--- config.mk ---
export PLATFORM = sky130hd
export DESIGN_NAME = imm_extend_pipe
export DESIGN_NICKNAME = d
export VERILOG_FILES = /design/src/rtl/imm_ext_pkg.sv /design/src/rtl/imm_ext_core.sv /design/src/rtl/imm_extend_pipe.sv
export SDC_FILE = /design/constraint.sdc
export NUM_CORES = 1
export LEC_CHECK = 0
export CAP_MARGIN = 25
export CORE_AREA = 2 2 102 104
export DETAILED_ROUTE_END_ITERATION = 10
export DIE_AREA = 0 0 104 106
export DONT_BUFFER_PORTS = 1
export PLACE_DENSITY = 0.46
export SLEW_MARGIN = 20
export SYNTH_ARGS = -nofsm -noshare
export SYNTH_HDL_FRONTEND = slang
export SYNTH_SLANG_ARGS = --single-unit
--- constraint.sdc ---
create_clock -name clk -period 2.9 [get_ports clk]
set_clock_uncertainty 0.1 [all_clocks]
set_input_delay 0.58 -clock clk [delete_from_list [all_inputs] [get_ports clk]]
set_output_delay 0.58 -clock clk [all_outputs]
set_load 0.01 [all_outputs]
--- src/rtl/imm_ext_pkg.sv ---
// -----------------------------------------------------------------------------
// imm_ext_pkg
// Shared definitions for the immediate-extension pipeline.
//   imm_mode_e    : 2-bit extension mode (SEXT, ZEXT, SEXT_SHL, UPPER)
//   IMM_IN_W      : default raw immediate field width
//   IMM_OUT_W     : default extended immediate width
//   IMM_SHIFT     : default left-shift for branch-offset mode
//   IMM_CNT_W     : width of the optional accepted-output counter
// -----------------------------------------------------------------------------
package imm_ext_pkg;

   typedef enum logic [1:0] {
      SEXT     = 2'd0,
      ZEXT     = 2'd1,
      SEXT_SHL = 2'd2,
      UPPER    = 2'd3
   } imm_mode_e;

   localparam int IMM_IN_W  = 16;
   localparam int IMM_OUT_W = 32;
   localparam int IMM_SHIFT = 2;
   localparam int IMM_CNT_W = 16;

endpackage

--- src/rtl/imm_ext_core.sv ---
// -----------------------------------------------------------------------------
// imm_ext_core
// Purely combinational immediate extender.
//   instr : raw immediate field (IN_W bits)
//   mode  : extension mode (imm_mode_e)
//   value : extended immediate (OUT_W bits)
// -----------------------------------------------------------------------------
module imm_ext_core
   import imm_ext_pkg::*;
#(
   parameter int IN_W  = IMM_IN_W,
   parameter int OUT_W = IMM_OUT_W,
   parameter int SHIFT = IMM_SHIFT
) (
   input  logic [IN_W-1:0]  instr,
   input  imm_mode_e        mode,
   output logic [OUT_W-1:0] value
);

   logic [OUT_W-1:0] sext_val;
   logic [OUT_W-1:0] zext_val;

   // Size-casting a signed operand replicates its top bit, which gives the
   // sign extension without a zero-width replication when OUT_W == IN_W.
   assign sext_val = OUT_W'($signed(instr));
   assign zext_val = OUT_W'(instr);

   always_comb begin
      value = '0;
      unique case (mode)
         SEXT:     value = sext_val;
         ZEXT:     value = zext_val;
         SEXT_SHL: value = sext_val << SHIFT;
         UPPER:    value = zext_val << (OUT_W - IN_W);
         default:  value = '0;
      endcase
   end

endmodule

--- src/rtl/imm_extend_pipe.sv ---
// -----------------------------------------------------------------------------
// imm_extend_pipe
// Valid/ready wrapped immediate extender with a one-entry skid buffer.
// The extension is done combinationally on the input side and captured in
// the output register, so results appear one cycle after acceptance.
//   clk, rst          : clock, asynchronous active-high reset
//   in_valid/in_ready : input handshake (in_ready is a pure flop output)
//   instr, mode       : raw immediate and extension mode
//   out_valid/out_ready : output handshake
//   ext_imm, out_mode : extended immediate and the mode that produced it
//   ext_count         : saturating count of output transfers, present only
//                       when the macro IMM_EXT_STATS_EN is defined
// -----------------------------------------------------------------------------
module imm_extend_pipe
   import imm_ext_pkg::*;
#(
   parameter int IN_W  = IMM_IN_W,
   parameter int OUT_W = IMM_OUT_W,
   parameter int SHIFT = IMM_SHIFT
) (
   input  logic             clk,
   input  logic             rst,
   input  logic             in_valid,
   output logic             in_ready,
   input  logic [IN_W-1:0]  instr,
   input  logic [1:0]       mode,
   output logic             out_valid,
   input  logic             out_ready,
   output logic [OUT_W-1:0] ext_imm,
   output logic [1:0]       out_mode
`ifdef IMM_EXT_STATS_EN
   ,
   output logic [IMM_CNT_W-1:0] ext_count
`endif
);

   if (OUT_W < IN_W + SHIFT || IN_W < 2) begin : g_bad_params
      $error("imm_extend_pipe: requires OUT_W >= IN_W + SHIFT and IN_W >= 2");
   end

   logic [OUT_W-1:0] core_value;

   logic             out_valid_q, out_valid_d;
   logic [OUT_W-1:0] out_imm_q,   out_imm_d;
   logic [1:0]       out_mode_q,  out_mode_d;
   logic             skid_valid_q, skid_valid_d;
   logic [OUT_W-1:0] skid_imm_q,   skid_imm_d;
   logic [1:0]       skid_mode_q,  skid_mode_d;

   logic in_fire;
   logic out_fire;

   imm_ext_core #(
      .IN_W  (IN_W),
      .OUT_W (OUT_W),
      .SHIFT (SHIFT)
   ) u_core (
      .instr (instr),
      .mode  (imm_mode_e'(mode)),
      .value (core_value)
   );

   assign in_ready  = !skid_valid_q;
   assign in_fire   = in_valid && in_ready;
   assign out_fire  = out_valid_q && out_ready;
   assign out_valid = out_valid_q;
   assign ext_imm   = out_imm_q;
   assign out_mode  = out_mode_q;

   // The skid entry only fills while in_ready is high, so when it is valid
   // no new input can arrive in the same cycle; draining it always wins.
   always_comb begin
      out_valid_d  = out_valid_q;
      out_imm_d    = out_imm_q;
      out_mode_d   = out_mode_q;
      skid_valid_d = skid_valid_q;
      skid_imm_d   = skid_imm_q;
      skid_mode_d  = skid_mode_q;

      if (!out_valid_q || out_ready) begin
         if (skid_valid_q) begin
            out_valid_d  = 1'b1;
            out_imm_d    = skid_imm_q;
            out_mode_d   = skid_mode_q;
            skid_valid_d = 1'b0;
         end else if (in_fire) begin
            out_valid_d = 1'b1;
            out_imm_d   = core_value;
            out_mode_d  = mode;
         end else begin
            out_valid_d = 1'b0;
         end
      end else if (in_fire) begin
         skid_valid_d = 1'b1;
         skid_imm_d   = core_value;
         skid_mode_d  = mode;
      end
   end

   always_ff @(posedge clk or posedge rst) begin
      if (rst) begin
         out_valid_q  <= 1'b0;
         out_imm_q    <= '0;
         out_mode_q   <= '0;
         skid_valid_q <= 1'b0;
         skid_imm_q   <= '0;
         skid_mode_q  <= '0;
      end else begin
         out_valid_q  <= out_valid_d;
         out_imm_q    <= out_imm_d;
         out_mode_q   <= out_mode_d;
         skid_valid_q <= skid_valid_d;
         skid_imm_q   <= skid_imm_d;
         skid_mode_q  <= skid_mode_d;
      end
   end

`ifdef IMM_EXT_STATS_EN
   logic [IMM_CNT_W-1:0] ext_count_q, ext_count_d;

   // Counter sticks at all-ones rather than wrapping.
   always_comb begin
      ext_count_d = ext_count_q;
      if (out_fire && (ext_count_q != {IMM_CNT_W{1'b1}})) begin
         ext_count_d = ext_count_q + 1'b1;
      end
   end

   always_ff @(posedge clk or posedge rst) begin
      if (rst) begin
         ext_count_q <= '0;
      end else begin
         ext_count_q <= ext_count_d;
      end
   end

   assign ext_count = ext_count_q;
`else
   logic unused_out_fire;
   assign unused_out_fire = out_fire;
`endif

endmodule
==> After elaboration in Yosys (flattened, before gate mapping) <==
Cells that the tools add are included.
{ "op_classes": {"mux": 9, "reduce_logical": 9, "n_eq_ne": 3, "bitwise": 1} }
{ "ops": {"columns": ["op", "count"], "rows": [
  ["$pmux W32 S4", 1],
  ["$mux W32", 2],
  ["$eq A2 B2 Y1 const B", 2],
  ["$mux W1", 4],
  ["$mux W2", 2],
  ["$reduce_and A2 Y1", 2],
  ["$reduce_bool A2 Y1", 2],
  ["$eq A2 B1 Y1 const B", 1],
  ["$logic_not A1 Y1", 2],
  ["$logic_not A2 Y1", 1],
  ["$logic_and A1 B1 Y1", 1],
  ["$logic_or A1 B1 Y1", 1],
  ["$not A1 Y1", 1]
]} }
{ "totals": {"elab_cells": 28, "input_bits": 22, "register_bits": 70, "out_inout_bits": 36} }

==> Logic depth before layout (Yosys ltp) <==
Gate-level depths: netlist of the first run.
{ "logic_depth": {"word_depth": 4, "ltp_mapped": 6, "depth_no_buf": 3} }

==> Modules after synthesis <==
From an unflattened synthesis of the first run, not the netlist that was laid out.
{ "hier_totals": {"cells_unflattened": 232, "hier_area_um2": 3389.5} }
{ "by_module_without_submodules": {"columns": ["module", "cells_each", "seq_area_each_um2", "area_each_um2", "instances"], "rows": [
  ["imm_extend_pipe", 191, 1751.7, 3041.7, 1],
  ["imm_ext_core", 41, 0.0, 347.8, 1]
]} }

==> Worst setup path after synthesis of the first run <==
OpenSTA, ideal clock, no wires.
{ "synth_path": {"kind": "reg-to-output", "start": "register skid_valid_q", "end": "output port in_ready", "arrival_ps": 929, "stages_incl_launch_ff": 4, "t_required_ps": 2220, "setup_slack_ps": 1291, "path_buffers": 2, "path_cell_list": "dfrtp_1 buf_2 inv_1 clkbuf_1"} }
{ "synth_via": {"elab_chain_len": 1} }
{ "synth_rtl": {"columns": ["element", "line", "text"], "rows": [
  ["from (decl)", "imm_extend_pipe.sv:46", "logic skid_valid_q, skid_valid_d;"],
  ["from (signal assigned)", "imm_extend_pipe.sv:112", "skid_valid_q <= skid_valid_d;"],
  ["$logic_not A1 Y1", "imm_extend_pipe.sv:63", "assign in_ready = !skid_valid_q;"],
  ["to (decl)", "imm_extend_pipe.sv:24", "output logic in_ready,"]
]} }
Every way passes these cells.

==> Final worst setup path of the first run <==
Same ends and word-level chain as after synthesis.

==> metrics.md, run 1 <==
| Metric | Value |
|---|---|
| WHS | 0.0884 ns |
| Layout cell share with drive strength beyond 1 | 0.103 |
| Dpl ws | 1.12 ns |
| Syn. warnings | 0 |
| Sw frac | 0.299 |
| P&R area growth vs syn | 8.93% |
| All-layer global routing usage | 0.183 |
| Final Util | 0.371 |
| Number of global-route vias before repair | 2758 |
| Post-route DRC | 0 |
| # resized after CTS | 0 |
| Tot Pwr | 2.66 mW |
| WP buf/inv | 2 |
| Die width | 104 um |
| WP data arrival | about 1.1 ns |
| Drt via density | 5.51 |
| Final setup violation count | 0 |
| Period minus WS final | 1.82 ns |
| Reg2Reg Setup Slack | 1.26 ns |
| Num CTS Buffers | 9 |
| Clock Latency Late Sink | 0.33 ns |
| Cell family with most CP delay | flip-flops |
| VDD IR max | 0.000328 V |
| Slew margin rel. | 0.698 |
| Net Count, Synth | roughly 390 |
| Sequential-to-total area share from yosys stat | 0.514 |
| Clock network fraction of total power | 0.329 |
| Leakage power | 1.45 nW |
| Library cells used by synthesis | 27 |
| Crit. End Element | output port |
| Endpoints failing hold | 0 |
| Post-Syn Instances | 366 |
| Final WS setup | around 1.1 ns |
| Synth top area share | 0.514 |
| Area of the mapped netlist | roughly 3400 um^2 |
| Avg Cell Area, Syn | 9.31 um^2 |
| DR iter-0 viols | 123 |
| # diodes | 0 |
| CTS tree | built |
| Crit-path cells | inv_1, buf_4 |
| Reg power frac | 0.512 |
| Post-synth top cells | dfrtp_1 (70), a21oi_1 (59), nor2_1 (59) |
| Total vias in the final route | 2723 |
| Critical-path top delay cell | dfrtp_1 |
| Unrepaired setup endpoints after global routing | false |
| Hold buffers post-CTS | 0 |
| Largest net degree at the start of global routing | 71 |
| DP Wirelength | between 5000 and 6000 um |
| Crit path launch type | flop |
| DP Cell Count | 478 |
| Pwr per Cell Area | 716 nW/um^2 |
| Core area | 10000 um^2 |
| R2R Path Start | skid_valid_q$_DFFE_PP0P_ |
| Max cap viols | 0 |
| Async S/R FF share, synth | 1.00 |
| Wire per inst | 19.7 um |
| FF-to-FF path depth | 4 |
| Final wirelength | 9710 um |
| Port buffer count | 0 |
| Die height | 106 um |
| H-tree depth | 3 |
| Postcts setup bufs | 0 |
| Starting Density | 0.341 |
| Switching pwr | 0.796 mW |
| DIE AREA | 11000 um^2 |
| Clk sink count | 70 |
| Yosys top cell by area | dfrtp_1 |
| Primary FF master, synth | dfrtp_1 |
| Dominant cells by area after synthesis | dfrtp_1 (51%), a21oi_1 (8.7%), nor2_1 (6.5%) |
| Placer congestion estimate | 0.705 |
| FF-to-FF End | skid_imm_q[26]$_DFFE_PP0P_ |
| Initial antenna violation count | 0 |
| Worst Max-Slew Pin Slew | 0.453 ns |
| Comb power frac | 0.159 |
| Top-count cell post-synth | dfrtp_1 |
| DP Area | 3490 um^2 |
| First-pass GRT wire length | 15700 um |
| Worst EP required | roughly 2.2 ns |
| Setup TNS | 0 ns |
| Crit path kind | reg -> out |
| Number of synthesized flops with an enable pin | 0 |
| Congestion Overflow GR | 0 |
| CTS root buf | clkbuf_8 |
| Worst setup path start | skid_valid_q$_DFFE_PP0P_ |
| Clock buffer depth | 2 |
| Max FO, Critical Path | 20 |
| # rows | 37 |
| Drt pass-1 iters | 4 |
| Nets | 375 |
| Finished Layout Cells | 494 |
| Internal power | 1.86 mW |
| CP max stage delay | 0.43 ns |
| Run status | complete, no violations |
| Num ports | 58 |
| Clock transition at path regs | roughly 0.080 ns |
| Class of the tightest hold or removal check | in -> async |
| Synth Register Bits | 70 |
| Max-slew violations | 0 |
| Final instance area | between 3000 and 4000 um^2 |
| Highest Clock Rate | 548 MHz |
| Period utilisation layout | 0.629 |
| Post-DRT Antenna Nets | 0 |
-- area by class of cell --
class / count / area [um^2]
inverters: 6 / 22.5
multi-input cells: 254 / 1450
fillers: 1059 / 6290
clock buffers: 12 / 145
well taps: 136 / 170
repair buffers: 12 / 103
flip-flops and latches: 70 / 1750
clock inverters: 4 / 70.1
-- logic make-up (layout without fill, tap and decap cells) --
kind of cell | count (synthesis) | count (layout) | share of synthesized area
mux | 5 | 5 | 0.0158
simple gates | 88 | 88 | 0.123
buf+inv | 42 | 34 | 0.0628
flops | 70 | 70 | 0.514
compound gates | 161 | 161 | 0.284
-- routing by layer --
layer,GRT usage,part of all wire,vias up
met4,0.0608,0.013,0
met1,0.239,0.44,1350
met3,0.0435,0.070,11
met2,0.298,0.47,78
met5,0,0,-
li1,-,-,1284
-- cells in the final DEF, fill, tap and decap left out, drive strengths merged --
master	instances
and2	2
nand3	1
mux2i	2
or2	1
buf	12
a221oi	1
o21ai	42
and4bb	1
a211oi	28
a31oi	1
a22oi	1
nor2b	18
a21oi	59
o31ai	29
nor2	59
clkbuf	12
nor3b	2
mux2	3
bufinv	2
nand2b	2
inv	6
clkinv	2
dfrtp	70
nand3b	2
-- worst reg2reg max path, cell delays in order (launching register included) --
cell	delay, ns
dfrtp_1	0.43
and4bb_2	0.48
buf_4	0.34
nor2_1	0.08
a21oi_1	0.13
-- state kept, by name (all words and copies together) (netlist names) --
| name | flops |
|---|---|
| out_mode | 2 |
| out_valid | 1 |
| skid_imm_q | 32 |
| skid_mode_q | 2 |
| ext_imm | 32 |
| skid_valid_q | 1 |
-- power by group through the flow --
stage | Clock [mW] | Combinational, mW | Sequential [mW]
CTS | 0.903 | 0.430 | 1.36
global placement | 0 | 0.418 | 1.38
floorplan | 0 | 0.358 | 1.33
global route | 0.943 | 0.491 | 1.39
finish | 0.875 | 0.422 | 1.36
detailed placement | 0 | 0.429 | 1.38
-- how the worst max path moves through the flow --
stage	to	depth (start not counted)	slack, ns
finish	in_ready	2	1.08
detailed placement	skid_imm_q[26]$_DFFE_PP0P_	4	1.12
floorplan	ext_imm[0]$_DFFE_PP0P_	1	0.45
global placement	skid_imm_q[24]$_DFFE_PP0P_	4	1.16
CTS	in_ready	2	1.05
global route	in_ready	2	1.01
(Power assumes the default switching activity.)
==> run 2, diff against run 1 <==
--- a/config.mk
+++ b/config.mk
@@ -10,7 +10,7 @@
 export DETAILED_ROUTE_END_ITERATION = 10
 export DIE_AREA = 0 0 104 106
 export DONT_BUFFER_PORTS = 1
-export PLACE_DENSITY = 0.46
+export PLACE_DENSITY = 0.48
 export SLEW_MARGIN = 20
 export SYNTH_ARGS = -nofsm -noshare
 export SYNTH_HDL_FRONTEND = slang
==> constraint.sdc (replaced) <==
create_clock -name clk -period 1.6 [get_ports clk]
set_clock_uncertainty 0.1 [all_clocks]
set_input_delay 0.32 -clock clk [delete_from_list [all_inputs] [get_ports clk]]
set_output_delay 0.32 -clock clk [all_outputs]
set_load 0.01 [all_outputs]
==> run 2 against run 1 <==
  * Wire length increased by 0.71%
  * Critical endpoint unchanged
  * Count of clock-buffer cells in the layout decreased by 3
  * Sequential power rose by 81%
  * Largest cell class unchanged
  * Largest power group unchanged
  * Critical path type unchanged
  * Via count down 0.37%
==> metrics.md, run 2 (synthesized netlist as in run 1, its figures left out) <==
| Metric | Value |
|---|---|
| CTS root buf | clkbuf_8 |
| Pwr per Cell Area | 1210 nW/um^2 |
| Worst Max-Slew Pin Slew | 0.456 ns |
| Drt pass-1 iters | 7 |
| First-pass GRT wire length | 15700 um |
| Die height | 106 um |
| Run status | complete, no violations |
| WHS | between 0.02 and 0.03 ns |
| Leakage power | around 1.5 nW |
| Clock buffer depth | 2 |
| CTS tree | built |
| Congestion Overflow GR | 0 |
| GRT Max-Usage Layer | met2 |
| Final setup violation count | 0 |
| H-tree depth | 3 |
| Class of the tightest hold or removal check | in -> reg |
| DIE AREA | around 11000 um^2 |
| Slew margin rel. | 0.695 |
| Crit path kind | reg -> out |
| P&R area growth vs syn | 14.5% |
| Layout cell share with drive strength beyond 1 | 0.130 |
| Period utilisation layout | 0.972 |
| Starting Density | 0.341 |
| Placer congestion estimate | 0.767 |
| Total vias in the final route | 2713 |
| Num ports | 58 |
| WP data arrival | 1.14 ns |
| Met1 Track Usage GR | 0.242 |
| # diodes | 0 |
| Wire per inst | 19.4 um |
| All-layer global routing usage | 0.186 |
| Endpoints failing hold | 0 |
| DP Area | 3640 um^2 |
| Max FO, Critical Path | 7 |
| Clk sink count | 70 |
| Crit. End Element | output port |
| DP Wirelength | about 6200 um |
| Final instance area | a little under 4000 um^2 |
| Most common cell after layout, fill and taps aside | dfrtp_1 |
| Unrepaired setup endpoints after global routing | false |
| Most frequent cells in the layout | dfrtp_1 (70), a21oi_1 (59), nor2_1 (58), o21ai_0 (42), a211oi_1 (28) |
| Worst EP required | 1.18 ns |
| Number of global-route vias before repair | 2763 |
| Clock Latency Late Sink | about 0.35 ns |
| Core area | 10000 um^2 |
| Met2 GRT Util | 0.289 |
| Crit path launch type | flop |
| # rows | 37 |
| VDD IR max | 0.000468 V |
| Highest Clock Rate | 643 MHz |
| Nets | 387 |
| Setup TNS | 0 ns |
| Final wirelength | slightly below 10000 um |
| Largest net degree at the start of global routing | 39 |
| Tot Pwr | roughly 4.7 mW |
| Port buffer count | 0 |
| Final Util | 0.390 |
| Period minus WS final | 1.56 ns |
| Clock transition at path regs | 0.08 ns |
| Max cap viols | 0 |
| Die width | 104 um |
| Num CTS Buffers | 9 |
| Drt via density | 5.37 |
| Initial antenna violation count | 0 |
| Post-DRT Antenna Nets | 0 |
| Max-slew violations | 0 |
| DR iter-0 viols | 118 |
| GR Layer Usage met3 | 0.0490 |
| Post-route DRC | 0 |
[run 2: where the power goes]
group          internal [mW]  total (mW)  switching [mW]
registers               2.14        2.46           0.315
clock network          0.708        1.41           0.704
logic                  0.380       0.849           0.469
total                   3.23        4.72            1.49
[run 2: layout make-up]
class / instances / area [um^2]
fillers: 1050 / 6100
flip-flops and latches: 70 / 1750
multi-input cells: 254 / 1450
repair buffers: 24 / 313
well taps: 136 / 170
clock buffers: 9 / 124
clock inverters: 6 / 63.8
inverters: 6 / 26.3
[run 2: final timing paths]
check	startpoint	endpoint	slack [ns]	cells past startpoint
min	instr[0]	skid_imm_q[0]$_DFFE_PP0P_	0.03	2
max reg2reg	skid_valid_q$_DFFE_PP0P_	skid_imm_q[20]$_DFFE_PP0P_	0.11	5
max	skid_valid_q$_DFFE_PP0P_	in_ready	0.04	3
min reg2reg	skid_mode_q[0]$_DFFE_PP0P_	skid_mode_q[0]$_DFFE_PP0P_	0.41	1
max in group asynchronous	rst	ext_imm[14]$_DFFE_PP0P_	0.52	3
min in group asynchronous	rst	out_valid$_DFFE_PP0N_	0.36	2
[run 2: critical path, cell delays in order, from the launching register on]
cell and delay, ns:
dfrtp_1 0.39, buf_4 0.15, inv_2 0.10, buf_12 0.14
[run 2: timing repair]
item | in CTS | in global routing
endpoints found under the hold margin | 17 | 1
endpoints found under the setup margin | 1 | 17
buffers inserted | 1 | 0
gates cloned | 1 | 0
hold buffers | 2 | 1
gates resized for setup | 1 | 1
[run 2: metal layers]
layer / vias up / share of wire / wire length (um)
met1: 1325 / 0.44 / 4290
li1: 1307 / - / -
met2: 64 / 0.48 / 4690
met3: 17 / 0.056 / 552
met5: - / 0 / 0
met4: 0 / 0.025 / 244
[run 2: per-stage QoR]
| stage | instances | worst slack [ns] |
|---|---|---|
| after floorplan | 366 | 0.0651 |
| after global placement | 485 | 0.182 |
| after detailed placement | 485 | 0.131 |
| after CTS | 504 | 0.0229 |
| after global routing | 505 | 0.000604 |
| final | 505 | 0.0447 |
==> run 3, diff against run 2 <==
--- a/config.mk
+++ b/config.mk
@@ -10,7 +10,7 @@
 export DETAILED_ROUTE_END_ITERATION = 10
 export DIE_AREA = 0 0 104 106
 export DONT_BUFFER_PORTS = 1
-export PLACE_DENSITY = 0.48
+export PLACE_DENSITY = 0.46
 export SLEW_MARGIN = 20
 export SYNTH_ARGS = -nofsm -noshare
 export SYNTH_HDL_FRONTEND = slang
==> constraint.sdc (replaced) <==
create_clock -name clk -period 1.9 [get_ports clk]
set_clock_uncertainty 0.1 [all_clocks]
set_input_delay 0.38 -clock clk [delete_from_list [all_inputs] [get_ports clk]]
set_output_delay 0.38 -clock clk [all_outputs]
set_load 0.1 [all_outputs]
==> run 3 against run 2 <==
  * Global-route usage is 0.28 points higher
  * Sequential share of layout area is 2.4 points lower
  * Register-to-register slack better by 0.24 ns
  * Wire length hardly changed
  * Worst setup slack better by 0.093 ns
  * Sequential power is 21% lower
  * Critical path depth is 1 lower
  * Clock power is 16% higher
==> metrics.md, run 3 (synthesized netlist as in run 1, its figures left out) <==
| Metric | Value |
|---|---|
| Run status | complete, no violations |
| Finished Layout Cells | 535 |
| Drt via density | 5.28 |
| Number of global-route vias before repair | about 2700 |
| # diodes | 0 |
| Congestion Overflow GR | 0 |
| Highest Clock Rate | 567 MHz |
| # rows | 37 |
| VDD IR max | roughly 0.00053 V |
| Drt pass-1 iters | 6 |
| Num ports | 58 |
| All-layer global routing usage | 0.188 |
| Register area | 1750 um^2 |
| Crit path launch type | flop |
| Postcts setup bufs | 0 |
| Area of the multi-input gates | between 1000 and 1500 um^2 |
| Port buffer count | 0 |
| Die height | 106 um |
| Worst Max-Slew Pin Slew | 1.07 ns |
| Endpoints failing hold | 0 |
| Crit path kind | reg -> out |
| DP Wirelength | 6200 um |
| Final instance area | around 4100 um^2 |
| Clk sink count | 70 |
| H-tree depth | 3 |
| WP data arrival | 1.28 ns |
| DP Cell Count | ~520 |
| Unrepaired setup endpoints after global routing | false |
| Layout cell share with drive strength beyond 1 | 0.206 |
| Clock transition at path regs | 0.08 ns |
| First-pass GRT wire length | 15900 um |
| Num CTS Buffers | 9 |
| DR iter-0 viols | 143 |
| Starting Density | 0.341 |
| DIE AREA | 11000 um^2 |
| Worst EP required | between 1 and 1.5 ns |
| Placer congestion estimate | ~0.75 |
| Most common cell after layout, fill and taps aside | dfrtp_1 |
| CTS root buf | clkbuf_8 |
| WHS | 0.0736 ns |
| Tot Pwr | 5.67 mW |
| Slew margin rel. | 0.290 |
| Largest net degree at the start of global routing | 71 |
| Crit. End Element | output port |
| Final wirelength | 9770 um |
| Leakage power | 1.69 nW |
| Total vias in the final route | 2827 |
| Max-slew violations | 0 |
| P&R area growth vs syn | 21.1% |
| Max cap viols | 0 |
| Post-route DRC | 0 |
| Most frequent cells in the layout | dfrtp_1 (68), a21oi_1 (59), nor2_1 (58), buf_4 (47), o21ai_0 (42) |
| Period utilisation layout | 0.928 |
| Final setup violation count | 0 |
| Pwr per Cell Area | 1370 nW/um^2 |
| Max FO, Critical Path | 10 |
| Core area | 10000 um^2 |
| Layout fillers | slightly above 1000 |
| Clock buffer depth | 2 |
| Clock Latency Late Sink | 0.35 ns |
| Period minus WS final | 1.76 ns |
| DP Area | 3840 um^2 |
| Class of the tightest hold or removal check | in -> reg |
| Post-DRT Antenna Nets | 0 |
| Nets | 416 |
| Die width | approximately 100 um |
| Initial antenna violation count | 0 |
| Wire per inst | 18.3 um |
| CTS tree | built |
-- run 3: cell count changes in the layout (fill, tap and decap cells not counted) --
cell,delta
buf_4,+35
buf_12,-4
bufinv_16,+3
clkinv_2,-2
dfrtp_1,-2
dfrtp_2,+2
dlygate4sd3_1,-2
and4bb_2,+1
and4bb_4,-1
buf_8,+1
bufbuf_16,-1
clkinvlp_4,-1
inv_6,+1
-- run 3: area by class of cell --
class	instances	area share
flip-flops and latches	70	0.425
multi-input cells	254	0.351
repair buffers	53	0.111
well taps	136	0.0412
clock inverters	7	0.0352
clock buffers	9	0.0300
inverters	6	0.00637
-- run 3: per-layer routing --
metal / GRT usage / vias up / part of all wire
li1: - / 1374 / -
met1: 0.259 / 1367 / 0.46
met2: 0.286 / 78 / 0.46
met3: 0.0601 / 8 / 0.070
met4: 0.0531 / 0 / 0.011
met5: 0 / - / 0
-- run 3: worst max-delay path, stage by stage, from the launching register on --
cell and delay, ns:
dfrtp_2 0.50, inv_2 0.22, buf_12 0.21
-- run 3: where the power goes --
group	switching [mW]	total, mW	internal, mW
Sequential	0.152	1.95	1.80
Clock	0.627	1.64	1.01
Combinational	1.60	2.08	0.477
Total	2.38	5.67	3.29
-- run 3: worst paths after layout --
check                                           startpoint                          to  slack [ns]  cells after the start
worst max-delay path              skid_valid_q$_DFFE_PP0P_                    in_ready        0.14                      2
worst min-delay path                             instr[15]  skid_imm_q[31]$_DFFE_PP0P_        0.07                      2
worst max register to register    skid_valid_q$_DFFE_PP0P_  skid_imm_q[12]$_DFFE_PP0P_        0.35                      4
worst min register to register  skid_mode_q[1]$_DFFE_PP0P_  skid_mode_q[1]$_DFFE_PP0P_        0.41                      1
max in group asynchronous                              rst    skid_valid_q$_DFFE_PP0P_        0.85                      3
min in group asynchronous                              rst      ext_imm[6]$_DFFE_PP0P_        0.50                      3
-- run 3: metrics by stage --
step / util / setup WS, ns / TNS (ns)
after floorplan: - / 0.102 / 0
after global placement: 0.383 / -0.0296 / -0.0888
after detailed placement: 0.385 / 0.0398 / 0
after CTS: 0.412 / 0.0324 / 0
after global routing: 0.413 / 0.0806 / 0
final: 0.413 / 0.137 / 0
-- run 3: timing repair --
item	in CTS	in global routing
gates resized for setup	0	1
endpoints found under the setup margin	0	1
hold buffers	1	0
hold endpoints to repair	70	0
